File: config.mk
export PLATFORM = sky130hd
export DESIGN_NAME = mem_access_unit_flat
export DESIGN_NICKNAME = d
export VERILOG_FILES = /design/src/rtl/mem_access_unit_pkg.sv /design/src/rtl/mem_access_unit_if.sv /design/src/rtl/mem_access_unit_lane_align.sv /design/src/rtl/mem_access_unit.sv /design/src/flat_wrapper.sv
export SDC_FILE = /design/constraint.sdc
export NUM_CORES = 1
export LEC_CHECK = 0
export BUFFER_PORTS_ARGS = -buffer_cell sky130_fd_sc_hd__buf_2
export CAP_MARGIN = 10
export CORE_MARGIN = 1.5
export CORE_UTILIZATION = 45
export DETAILED_ROUTE_END_ITERATION = 12
export PLACE_DENSITY = 0.72
export SYNTH_ARGS = -nofsm -noshare
export SYNTH_HDL_FRONTEND = slang
export SYNTH_SLANG_ARGS = --single-unit
File: constraint.sdc
create_clock -name clk -period 2.75 [get_ports clk]
set_clock_uncertainty 0.15 [all_clocks]
set_input_delay 0.275 -clock clk [delete_from_list [all_inputs] [get_ports clk]]
set_output_delay 0.275 -clock clk [all_outputs]
set_load 0.1 [all_outputs]
File: src/rtl/mem_access_unit_pkg.sv
// mem_pkg: shared types and helpers for the MEM-stage access unit.
//   mem_state_t  - control FSM states
//   mem_size_t   - access size encoding (MEM_B/H/W/D)
//   mem_op_t     - instruction fields captured when an access is accepted
//   size_mask()  - base byte-enable mask for a size, before lane shift
//   is_misaligned() - natural-alignment check for a size and low address bits
package mem_pkg;

  localparam int MEM_DW = 64;

  typedef enum logic [2:0] {IDLE, REQ, WAIT, DRAIN, DONE} mem_state_t;

  typedef logic [1:0] mem_size_t;
  localparam mem_size_t MEM_B = 2'd0;
  localparam mem_size_t MEM_H = 2'd1;
  localparam mem_size_t MEM_W = 2'd2;
  localparam mem_size_t MEM_D = 2'd3;

  typedef struct packed {
    logic              write;
    logic [MEM_DW-1:0] addr;
    logic [MEM_DW-1:0] wdata;
    mem_size_t         size;
    logic              uns;
  } mem_op_t;

  function automatic logic [7:0] size_mask(mem_size_t size);
    case (size)
      MEM_B:   return 8'h01;
      MEM_H:   return 8'h03;
      MEM_W:   return 8'h0F;
      default: return 8'hFF;
    endcase
  endfunction

  function automatic logic is_misaligned(mem_size_t size, logic [2:0] lo);
    case (size)
      MEM_H:   return lo[0] != 1'b0;
      MEM_W:   return lo[1:0] != 2'b00;
      MEM_D:   return lo != 3'b000;
      default: return 1'b0;
    endcase
  endfunction

endpackage

File: src/rtl/mem_access_unit_if.sv
// Data-memory request/response channel.
//   master: the access unit (drives request fields, sees ready + response)
//   slave : the data memory
//   req_valid/ready handshake; req_write 1=store; req_addr 8-byte aligned;
//   req_wdata lane-shifted; req_wstrb byte enables; resp_valid acks both
//   loads and stores, resp_rdata is the aligned 8-byte read data.
interface mem_access_unit_if #(
  parameter int DATA_WIDTH = 64,
  parameter int STRB_WIDTH = DATA_WIDTH/8
);
  logic                  dmem_req_valid;
  logic                  dmem_req_ready;
  logic                  dmem_req_write;
  logic [DATA_WIDTH-1:0] dmem_req_addr;
  logic [DATA_WIDTH-1:0] dmem_req_wdata;
  logic [STRB_WIDTH-1:0] dmem_req_wstrb;
  logic                  dmem_resp_valid;
  logic [DATA_WIDTH-1:0] dmem_resp_rdata;

  modport master (
    output dmem_req_valid, dmem_req_write, dmem_req_addr, dmem_req_wdata, dmem_req_wstrb,
    input  dmem_req_ready, dmem_resp_valid, dmem_resp_rdata
  );

  modport slave (
    input  dmem_req_valid, dmem_req_write, dmem_req_addr, dmem_req_wdata, dmem_req_wstrb,
    output dmem_req_ready, dmem_resp_valid, dmem_resp_rdata
  );
endinterface

File: src/rtl/mem_access_unit_lane_align.sv
// mem_lane_align: combinational byte-lane steering.
//   lane      - addr[2:0] of the access
//   size/uns  - access size, zero-extend when uns=1
//   rdata_in  - 8-byte aligned read data -> load_data (shifted + extended)
//   wdata_in  - LSB-justified store data -> wdata_out (shifted to lane)
//   wstrb     - byte enables for the store
module mem_lane_align
  import mem_pkg::*;
#(
  parameter int DATA_WIDTH = 64,
  parameter int STRB_WIDTH = DATA_WIDTH/8
) (
  input  logic [2:0]            lane,
  input  mem_size_t             size,
  input  logic                  uns,
  input  logic [DATA_WIDTH-1:0] rdata_in,
  input  logic [DATA_WIDTH-1:0] wdata_in,
  output logic [DATA_WIDTH-1:0] load_data,
  output logic [DATA_WIDTH-1:0] wdata_out,
  output logic [STRB_WIDTH-1:0] wstrb
);
  logic [5:0]            sh;
  logic [DATA_WIDTH-1:0] rsh;

  assign sh  = {lane, 3'b000};
  assign rsh = rdata_in >> sh;

  // Extension bit is the top bit of the selected field, forced to 0 for
  // unsigned loads.
  always_comb begin
    load_data = rsh;
    case (size)
      MEM_B: load_data = {{(DATA_WIDTH-8){~uns & rsh[7]}},   rsh[7:0]};
      MEM_H: load_data = {{(DATA_WIDTH-16){~uns & rsh[15]}}, rsh[15:0]};
      MEM_W: load_data = {{(DATA_WIDTH-32){~uns & rsh[31]}}, rsh[31:0]};
      default: load_data = rsh;
    endcase
  end

  assign wdata_out = wdata_in << sh;
  assign wstrb     = size_mask(size) << lane;

endmodule

File: src/rtl/mem_access_unit.sv
// mem_access_unit: MEM-stage load/store sequencer.
//   clk, reset (async, active low), flush (kill current instruction)
//   mem_read_in/mem_write_in/addr_in/write_data_in/size_in/unsigned_in
//     - EX/MEM register outputs describing the current instruction
//   dmem          - request/response channel to data memory (master side)
//   stall_out     - hold upstream stages while an access is in flight
//   load_data_out - aligned/extended load result, held until next capture
//   done_out      - one-cycle completion pulse
//   misaligned_out- with done_out: access faulted, nothing sent to memory
module mem_access_unit
  import mem_pkg::*;
#(
  parameter int DATA_WIDTH = 64,
  parameter int STRB_WIDTH = DATA_WIDTH/8
) (
  input  logic                  clk,
  input  logic                  reset,
  input  logic                  flush,
  input  logic                  mem_read_in,
  input  logic                  mem_write_in,
  input  logic [DATA_WIDTH-1:0] addr_in,
  input  logic [DATA_WIDTH-1:0] write_data_in,
  input  mem_size_t             size_in,
  input  logic                  unsigned_in,
  mem_access_unit_if.master     dmem,
  output logic                  stall_out,
  output logic [DATA_WIDTH-1:0] load_data_out,
  output logic                  done_out,
  output logic                  misaligned_out
);

  mem_state_t            state, state_nxt;
  mem_op_t               op_q;
  logic                  fault_q, kill_q;
  logic [DATA_WIDTH-1:0] load_q;

  logic                  op_req, take, mis;
  logic [DATA_WIDTH-1:0] ld_aligned, st_wdata;
  logic [STRB_WIDTH-1:0] st_wstrb;

  assign op_req = mem_read_in | mem_write_in;
  assign take   = (state == IDLE) & op_req & ~flush;
  assign mis    = is_misaligned(size_in, addr_in[2:0]);

  mem_lane_align #(.DATA_WIDTH(DATA_WIDTH), .STRB_WIDTH(STRB_WIDTH)) u_align (
    .lane      (op_q.addr[2:0]),
    .size      (op_q.size),
    .uns       (op_q.uns),
    .rdata_in  (dmem.dmem_resp_rdata),
    .wdata_in  (op_q.wdata),
    .load_data (ld_aligned),
    .wdata_out (st_wdata),
    .wstrb     (st_wstrb)
  );

  // State register
  always_ff @(posedge clk or negedge reset) begin
    if (!reset) state <= IDLE;
    else        state <= state_nxt;
  end

  // Next-state logic
  always_comb begin
    state_nxt = state;
    case (state)
      IDLE:  if (take) state_nxt = mis ? DONE : REQ;
      // A kill raised while waiting for ready (or on the accepting cycle)
      // still lets the request go out; its response must be swallowed.
      REQ:   if (dmem.dmem_req_ready) state_nxt = (kill_q | flush) ? DRAIN : WAIT;
      WAIT: begin
        if (dmem.dmem_resp_valid) state_nxt = flush ? IDLE : DONE;
        else if (flush)           state_nxt = DRAIN;
      end
      DRAIN: if (dmem.dmem_resp_valid) state_nxt = IDLE;
      DONE:  state_nxt = IDLE;
      default: state_nxt = IDLE;
    endcase
  end

  // Captured instruction, fault/kill flags and load result
  always_ff @(posedge clk or negedge reset) begin
    if (!reset) begin
      op_q    <= '0;
      fault_q <= 1'b0;
      kill_q  <= 1'b0;
      load_q  <= '0;
    end else begin
      if (take) begin
        op_q.write <= mem_write_in;  // store wins when both are set
        op_q.addr  <= addr_in;
        op_q.wdata <= write_data_in;
        op_q.size  <= size_in;
        op_q.uns   <= unsigned_in;
        fault_q    <= mis;
        kill_q     <= 1'b0;
        load_q     <= '0;
      end
      if (state == REQ && flush) kill_q <= 1'b1;
      if (state == WAIT && dmem.dmem_resp_valid && !flush && !op_q.write)
        load_q <= ld_aligned;
    end
  end

  // Outputs
  always_comb begin
    dmem.dmem_req_valid = 1'b0;
    dmem.dmem_req_write = 1'b0;
    dmem.dmem_req_addr  = '0;
    dmem.dmem_req_wdata = '0;
    dmem.dmem_req_wstrb = '0;
    stall_out           = 1'b0;
    done_out            = 1'b0;
    misaligned_out      = 1'b0;
    case (state)
      // reset gates the input-driven term so every output is 0 in reset
      IDLE: stall_out = reset & op_req & ~flush;
      REQ: begin
        stall_out           = 1'b1;
        dmem.dmem_req_valid = 1'b1;
        dmem.dmem_req_write = op_q.write;
        dmem.dmem_req_addr  = {op_q.addr[DATA_WIDTH-1:3], 3'b000};
        dmem.dmem_req_wdata = op_q.write ? st_wdata : '0;
        dmem.dmem_req_wstrb = op_q.write ? st_wstrb : '0;
      end
      WAIT, DRAIN: stall_out = 1'b1;
      DONE: begin
        done_out       = 1'b1;
        misaligned_out = fault_q;
      end
      default: ;
    endcase
  end

  assign load_data_out = load_q;

endmodule

File: src/flat_wrapper.sv
// flat-port wrapper written by rule: the top's interface ports become plain ports
module mem_access_unit_flat import mem_pkg::*;
#(
  parameter int DATA_WIDTH = 64,
  parameter int STRB_WIDTH = DATA_WIDTH/8
)
  (clk, reset, flush, mem_read_in, mem_write_in, addr_in, write_data_in, size_in, unsigned_in, stall_out, load_data_out, done_out, misaligned_out, dmem_dmem_req_valid, dmem_dmem_req_write, dmem_dmem_req_addr, dmem_dmem_req_wdata, dmem_dmem_req_wstrb, dmem_dmem_req_ready, dmem_dmem_resp_valid, dmem_dmem_resp_rdata);
  mem_access_unit_if #(.DATA_WIDTH(DATA_WIDTH), .STRB_WIDTH(STRB_WIDTH)) dmem_i ();
  input  logic clk;
  input  logic reset;
  input  logic flush;
  input  logic mem_read_in;
  input  logic mem_write_in;
  input  logic [DATA_WIDTH-1:0] addr_in;
  input  logic [DATA_WIDTH-1:0] write_data_in;
  input  mem_size_t size_in;
  input  logic unsigned_in;
  output logic stall_out;
  output logic [DATA_WIDTH-1:0] load_data_out;
  output logic done_out;
  output logic misaligned_out;
  output wire logic [$bits(dmem_i.dmem_req_valid)-1:0] dmem_dmem_req_valid;
  output wire logic [$bits(dmem_i.dmem_req_write)-1:0] dmem_dmem_req_write;
  output wire logic [$bits(dmem_i.dmem_req_addr)-1:0] dmem_dmem_req_addr;
  output wire logic [$bits(dmem_i.dmem_req_wdata)-1:0] dmem_dmem_req_wdata;
  output wire logic [$bits(dmem_i.dmem_req_wstrb)-1:0] dmem_dmem_req_wstrb;
  input wire logic [$bits(dmem_i.dmem_req_ready)-1:0] dmem_dmem_req_ready;
  input wire logic [$bits(dmem_i.dmem_resp_valid)-1:0] dmem_dmem_resp_valid;
  input wire logic [$bits(dmem_i.dmem_resp_rdata)-1:0] dmem_dmem_resp_rdata;
  assign dmem_dmem_req_valid = dmem_i.dmem_req_valid;
  assign dmem_dmem_req_write = dmem_i.dmem_req_write;
  assign dmem_dmem_req_addr = dmem_i.dmem_req_addr;
  assign dmem_dmem_req_wdata = dmem_i.dmem_req_wdata;
  assign dmem_dmem_req_wstrb = dmem_i.dmem_req_wstrb;
  assign dmem_i.dmem_req_ready = dmem_dmem_req_ready;
  assign dmem_i.dmem_resp_valid = dmem_dmem_resp_valid;
  assign dmem_i.dmem_resp_rdata = dmem_dmem_resp_rdata;
  mem_access_unit #(.DATA_WIDTH(DATA_WIDTH), .STRB_WIDTH(STRB_WIDTH)) u_core (.clk(clk), .reset(reset), .flush(flush), .mem_read_in(mem_read_in), .mem_write_in(mem_write_in), .addr_in(addr_in), .write_data_in(write_data_in), .size_in(size_in), .unsigned_in(unsigned_in), .dmem(dmem_i), .stall_out(stall_out), .load_data_out(load_data_out), .done_out(done_out), .misaligned_out(misaligned_out));
endmodule
* Yosys cells after proc, flatten, opt, wreduce, memory -nomap -nowiden
Index checks and enable logic that the tools add are counted.
Storage, ports and cells: flip-flop bits (word level) 201, word-level logic and storage cells 76
Cells by class: eq/ne operators 13, mux-type cells 26, bitwise operators 11, shifts and indexed selects 3, reduce and logical (&&, ||, !) cells 14
Operators with widths (count):
- $mux W64 | 5
- $pmux W64 S3 | 1
- $shl A64 B6 Y64 | 1
- $shr A64 B6 Y64 | 1
- $pmux W8 S3 | 1
- $mux W3 | 7
- $mux W8 | 2
- $pmux W3 S4 | 1
- $shl A8 B3 Y8 | 1
- $and A1 B1 Y1 | 7
- $mux W1 | 7
- $eq A2 B2 Y1 const B | 3
- $eq A3 B2 Y1 const B | 2
- $reduce_bool A2 Y1 | 3
- $eq A2 B1 Y1 const B | 2
- $logic_and A1 B1 Y1 | 4
- $ne A2 B2 Y1 const B | 2
- $reduce_and A4 Y1 | 1
- $eq A3 B1 Y1 const B | 1
- $eq A3 B3 Y1 const B | 1
- $logic_not A3 Y1 | 1
- $ne A3 B3 Y1 const B | 1
- $pmux W1 S3 | 1
- $reduce_bool A3 Y1 | 1
- 7 further kinds | 10

* Logic depth before layout (Yosys ltp)
depth after elaboration 5, depth in mapped cells 9, gate-level depth less buffers 6

* Cells and area by module
From an unflattened synthesis, not the netlist that was laid out.
Unflattened totals: cell total of the unflattened synthesis 1206, area, all modules 13361.6 sq um
By module, submodules not included:
- mem_access_unit | cells an instance 623, instances 1, area each 8822.2 sq um
- mem_lane_align | cells an instance 583, instances 1, area each 4539.4 sq um

* Least setup slack after synthesis
Ideal clock, no wire load.
path kind register -> output, start point register u_core.op_q[69] in the netlist's numbering, end point output port dmem_dmem_req_wstrb[5], stages on the path, launching flop included 7, data required time 2325 ps, data arrival time 6021 ps, slack -3696 ps, path through dfrtp_1 -> buf_2 -> buf_2 -> buf_2 -> clkbuf_1 -> nor2_1 -> a2111oi_0
On the way: cells in the longest elaborated chain, start to end 3
Ends and longest elaborated chain:
- start, declared | line mem_access_unit.sv:33 | mem_op_t op_q;
- $shl A8 B3 Y8 | line mem_access_unit_lane_align.sv:41 | assign wstrb = size_mask(size) << lane;
- $mux W8 | line mem_access_unit.sv:123 | dmem.dmem_req_wstrb = op_q.write ? st_wstrb : '0;
- $mux W8 | line mem_access_unit.sv:114 | case (state)
- end, declared | line flat_wrapper.sv:26 | output wire logic [$bits(dmem_i.dmem_req_wstrb)-1:0] dmem_dmem_req_wstrb;
Every way passes these cells.

* Worst setup path in the final report
start point register u_core.state[1], end point output port dmem_dmem_req_addr[40]
On the way: cells in the longest elaborated chain, start to end 2
Ends and longest elaborated chain:
- start, declared | line mem_access_unit.sv:32 | mem_state_t state, state_nxt;
- start signal, assigned | line mem_access_unit.sv:59 | else state <= state_nxt;
- $eq A3 B1 Y1 | line mem_access_unit.sv:114
- $mux W64 | line mem_access_unit.sv:114
- end, declared | line flat_wrapper.sv:24 | output wire logic [$bits(dmem_i.dmem_req_addr)-1:0] dmem_dmem_req_addr;
Every way passes these cells.

==> results.ini <==
[status]
status=finished clean

[placed_design]
post-dp-hpwl_microns=34800
place_congestion=0.984
dpl_cell_area_sq_um=16200
portBuffers=403
pre_cts_ws_ps=257

[synthesis]
async_flop_share_pct=100
syn_inst=1459
postSynthAreaPerCell_sq_um=8.14
ys_ff_latch=201
yosys.cell_types.count=55
netlist_area_sq_um=11900
synth_top_area_cell=dfrtp_1
synth_top_area_share_pct=42.4
seq_area_frac_synth_pct=42.4
synth_area_leaders=dfrtp_1, nand2_1, mux2i_1
synth_edf_count=0
ys_warn_count=0
synth_flop_cell=dfrtp_1

[timing]
fin_crit_sh_pct=99.1
setup_violations=0
hold_viol=0
min_period_ps=2730
slew_headroom_pct=52.3
worst_pin_slew_ps=714
fmax_mhz=367
fin_ws_ps=23.8
final-max-slew-violation-count=0

[worst_setup_path]
rr_worst_depth=8
crit_fanout=64
critPathRequiredTime_ps=2330
cp.arrival_ps=2300
end_kind=output pin
startpoint_type=flop
critPathKind=reg -> out

[final_layout]
drive_gt1_share_pct=31.3
regArea_sq_um=5040
multiInputGateArea_sq_um=6840
area_growth_pct=57.0
fin_area_sq_um=18600
fill_cells=1790
nNetsFinal=2161

[detailed_routing]
drtIter0Drc=1459
drtAntennaViolNets=0
via_per_inst=5.85
drc=0
vias=13520
wirelength_microns=52000
wl_per_cell_microns=22.5
first_pass_iters=6

[hold_path]
hold_depth=3
hold_path_class=in -> reg

[global_route]
grt_overflow=0
grt_pass1_vias=13350
grt_usage_pct=36.9
grt_max_degree=109
antenna_found_initial=1
grt_pass1_wl_microns=76100

[clocking]
cts.htree.levels=1
root_buffer=clkbuf_16
tritoncts=built
cts_sinks=201
clock_path_buffers=3
cts_made_buffers=24
insertion_delay_ps=520
path_clk_slew_ps=70

[floorplanning]
num_rows=59
die_area_sq_um=27400
die_w_microns=165
die_h_microns=165
start_util_pct=45.7
io_pins=407
coreArea_sq_um=26000

[power]
cellPowerDensity_nw_per_um2=1390
vdd_drop_max_uv=1150
power_leakage_nw=8.97
p_total_mw=25.8

[flow_run]
maxCapViolCount=0

routing by layer:
layer	global-route usage (%)	wire length [microns]
met5	0	0
met2	65.0	26100
met1	40.9	17900
met3	8.84	4720
met4	20.2	3310
power breakdown:
| part | total (mW) | internal [mW] | switching, mW | leakage [nW] |
|---|---|---|---|---|
| logic | 17.2 | 4.92 | 12.2 | 6.03 |
| registers | 5.58 | 4.30 | 1.28 | 2.58 |
| clock network | 3.09 | 1.79 | 1.30 | 0.357 |
| total | 25.8 | 11.0 | 14.8 | 8.97 |
registers in the layout (all words and copies together) (netlist names):
register              count
u_core.kill_q             1
u_core.load_data_out     64
u_core.state              3
u_core.op_q             132
u_core.fault_q            1
layout make-up:
type / count / area share, %
Antenna cell: 2 / 0.0268
Tap cell: 335 / 2.25
Sequential cell: 201 / 27.1
Clock buffer: 36 / 3.62
Clock inverter: 5 / 0.342
Timing Repair Buffer: 594 / 29.9
Inverter: 5 / 0.128
Multi-Input combinational cell: 1133 / 36.7
cell usage in the layout (no fill, tap or decap), types with 7 or more instances in the layout:
| master | Yosys | routed |
|---|---|---|
| nor2_4 | 0 | 18 |
| buf_12 | 0 | 110 |
| and2_2 | 0 | 10 |
| a21oi_1 | 86 | 76 |
| a221o_1 | 15 | 15 |
| nand3_1 | 11 | 10 |
| o22ai_4 | 0 | 8 |
| nor2b_1 | 21 | 19 |
| nor2_2 | 0 | 7 |
| clkbuf_16 | 0 | 26 |
| a21oi_2 | 0 | 9 |
| o31ai_2 | 7 | 7 |
| o21ai_1 | 39 | 38 |
| buf_4 | 6 | 55 |
| o211ai_1 | 7 | 7 |
| nand2_1 | 502 | 498 |
| mux2_2 | 7 | 7 |
| buf_2 | 24 | 280 |
| o21ai_0 | 33 | 33 |
| mux4_2 | 15 | 15 |
| nor2_1 | 94 | 69 |
| mux2_1 | 14 | 14 |
| dfrtp_1 | 201 | 193 |
| a32o_4 | 0 | 8 |
| and2_1 | 81 | 70 |
| and3_1 | 10 | 10 |
| mux2i_1 | 78 | 78 |
| dlygate4sd3_1 | 0 | 134 |
| a211oi_1 | 34 | 30 |
| clkbuf_1 | 80 | 9 |
per-stage QoR:
| stage | util, % | std cells | hold slack, ps | setup TNS, ps |
|---|---|---|---|---|
| floorplan | - | 1461 | -171 | -4790 |
| global placement | 62.3 | 2124 | 1.83 | 0 |
| detailed placement | 62.3 | 2124 | 7.32 | 0 |
| CTS | 70.9 | 2303 | 11.0 | 0 |
| global route | 71.7 | 2310 | 39.5 | -31.5 |
| finish | 71.7 | 2311 | 24.4 | 0 |
worst max-delay path, cell delays in order (launching register included):
cell and delay [ps]:
dfrtp_2 440, nor3b_4 240, buf_6 390, and2_1 220, buf_2 440
final timing paths:
kind	startpoint	to	slack [ps]
hold / removal	dmem_dmem_resp_rdata[62]	u_core.load_data_out[62]$_DFFE_PN0P_	20
setup reg to reg	u_core.op_q[67]$_DFFE_PN0P_	u_core.load_data_out[63]$_DFFE_PN0P_	90
max in group asynchronous	reset	u_core.op_q[67]$_DFFE_PN0P_	1490
hold reg to reg	u_core.op_q[119]$_DFFE_PN0P_	u_core.op_q[119]$_DFFE_PN0P_	320
min in group asynchronous	reset	u_core.load_data_out[12]$_DFFE_PN0P_	30
setup / recovery	u_core.state[1]$_DFFE_PN0P_	dmem_dmem_req_addr[40]	20
synthesized netlist by cell type (2+ instances only):
| master | n |
|---|---|
| clkbuf_1 | 80 |
| nand3_1 | 11 |
| nor3_2 | 2 |
| o21ai_0 | 33 |
| mux2_1 | 14 |
| nor2b_1 | 21 |
| o311ai_0 | 4 |
| o2bb2ai_1 | 2 |
| a2bb2oi_1 | 3 |
| a22oi_1 | 5 |
| buf_6 | 3 |
| a221o_1 | 15 |
| buf_4 | 6 |
| nor3_1 | 7 |
| or3_1 | 2 |
| dfrtp_1 | 201 |
| o31ai_1 | 3 |
| mux4_2 | 15 |
| o21ai_1 | 39 |
| buf_1 | 9 |
| nand2_1 | 502 |
| mux2_2 | 7 |
| nor2_1 | 94 |
| a211oi_1 | 34 |
| o22a_1 | 2 |
| o211ai_1 | 7 |
| nor4_1 | 2 |
| mux2i_1 | 78 |
| o22ai_1 | 10 |
| o31ai_2 | 7 |
| a21o_1 | 2 |
| o21a_1 | 3 |
| a21oi_1 | 86 |
| nand2b_1 | 4 |
| a32o_1 | 8 |
| buf_2 | 24 |
| and2_1 | 81 |
| inv_1 | 4 |
| and3_1 | 10 |
| nor3b_1 | 4 |
what timing repair did:
| item | 4_1_cts | 5_1_grt |
|---|---|---|
| endpoints found under the setup margin | 104 | 84 |
| endpoints found under the hold margin | 334 | 0 |
| pin swaps | 3 | 3 |
| hold buffers | 134 | 0 |
| cloned | 0 | 2 |
| gates resized for setup | 39 | 36 |
| setup buffers | 4 | 4 |
cell families after synthesis:
logic type / Yosys count / share of synthesized area (%)
and+or+nand+nor: 746 / 26.9
AOI/OAI and AO/OA: 270 / 14.7
DFF: 201 / 42.4
buffers and inverters: 127 / 4.65
muxes: 114 / 11.4
other: 1 / 0.0316
(Power assumes the default switching activity.)
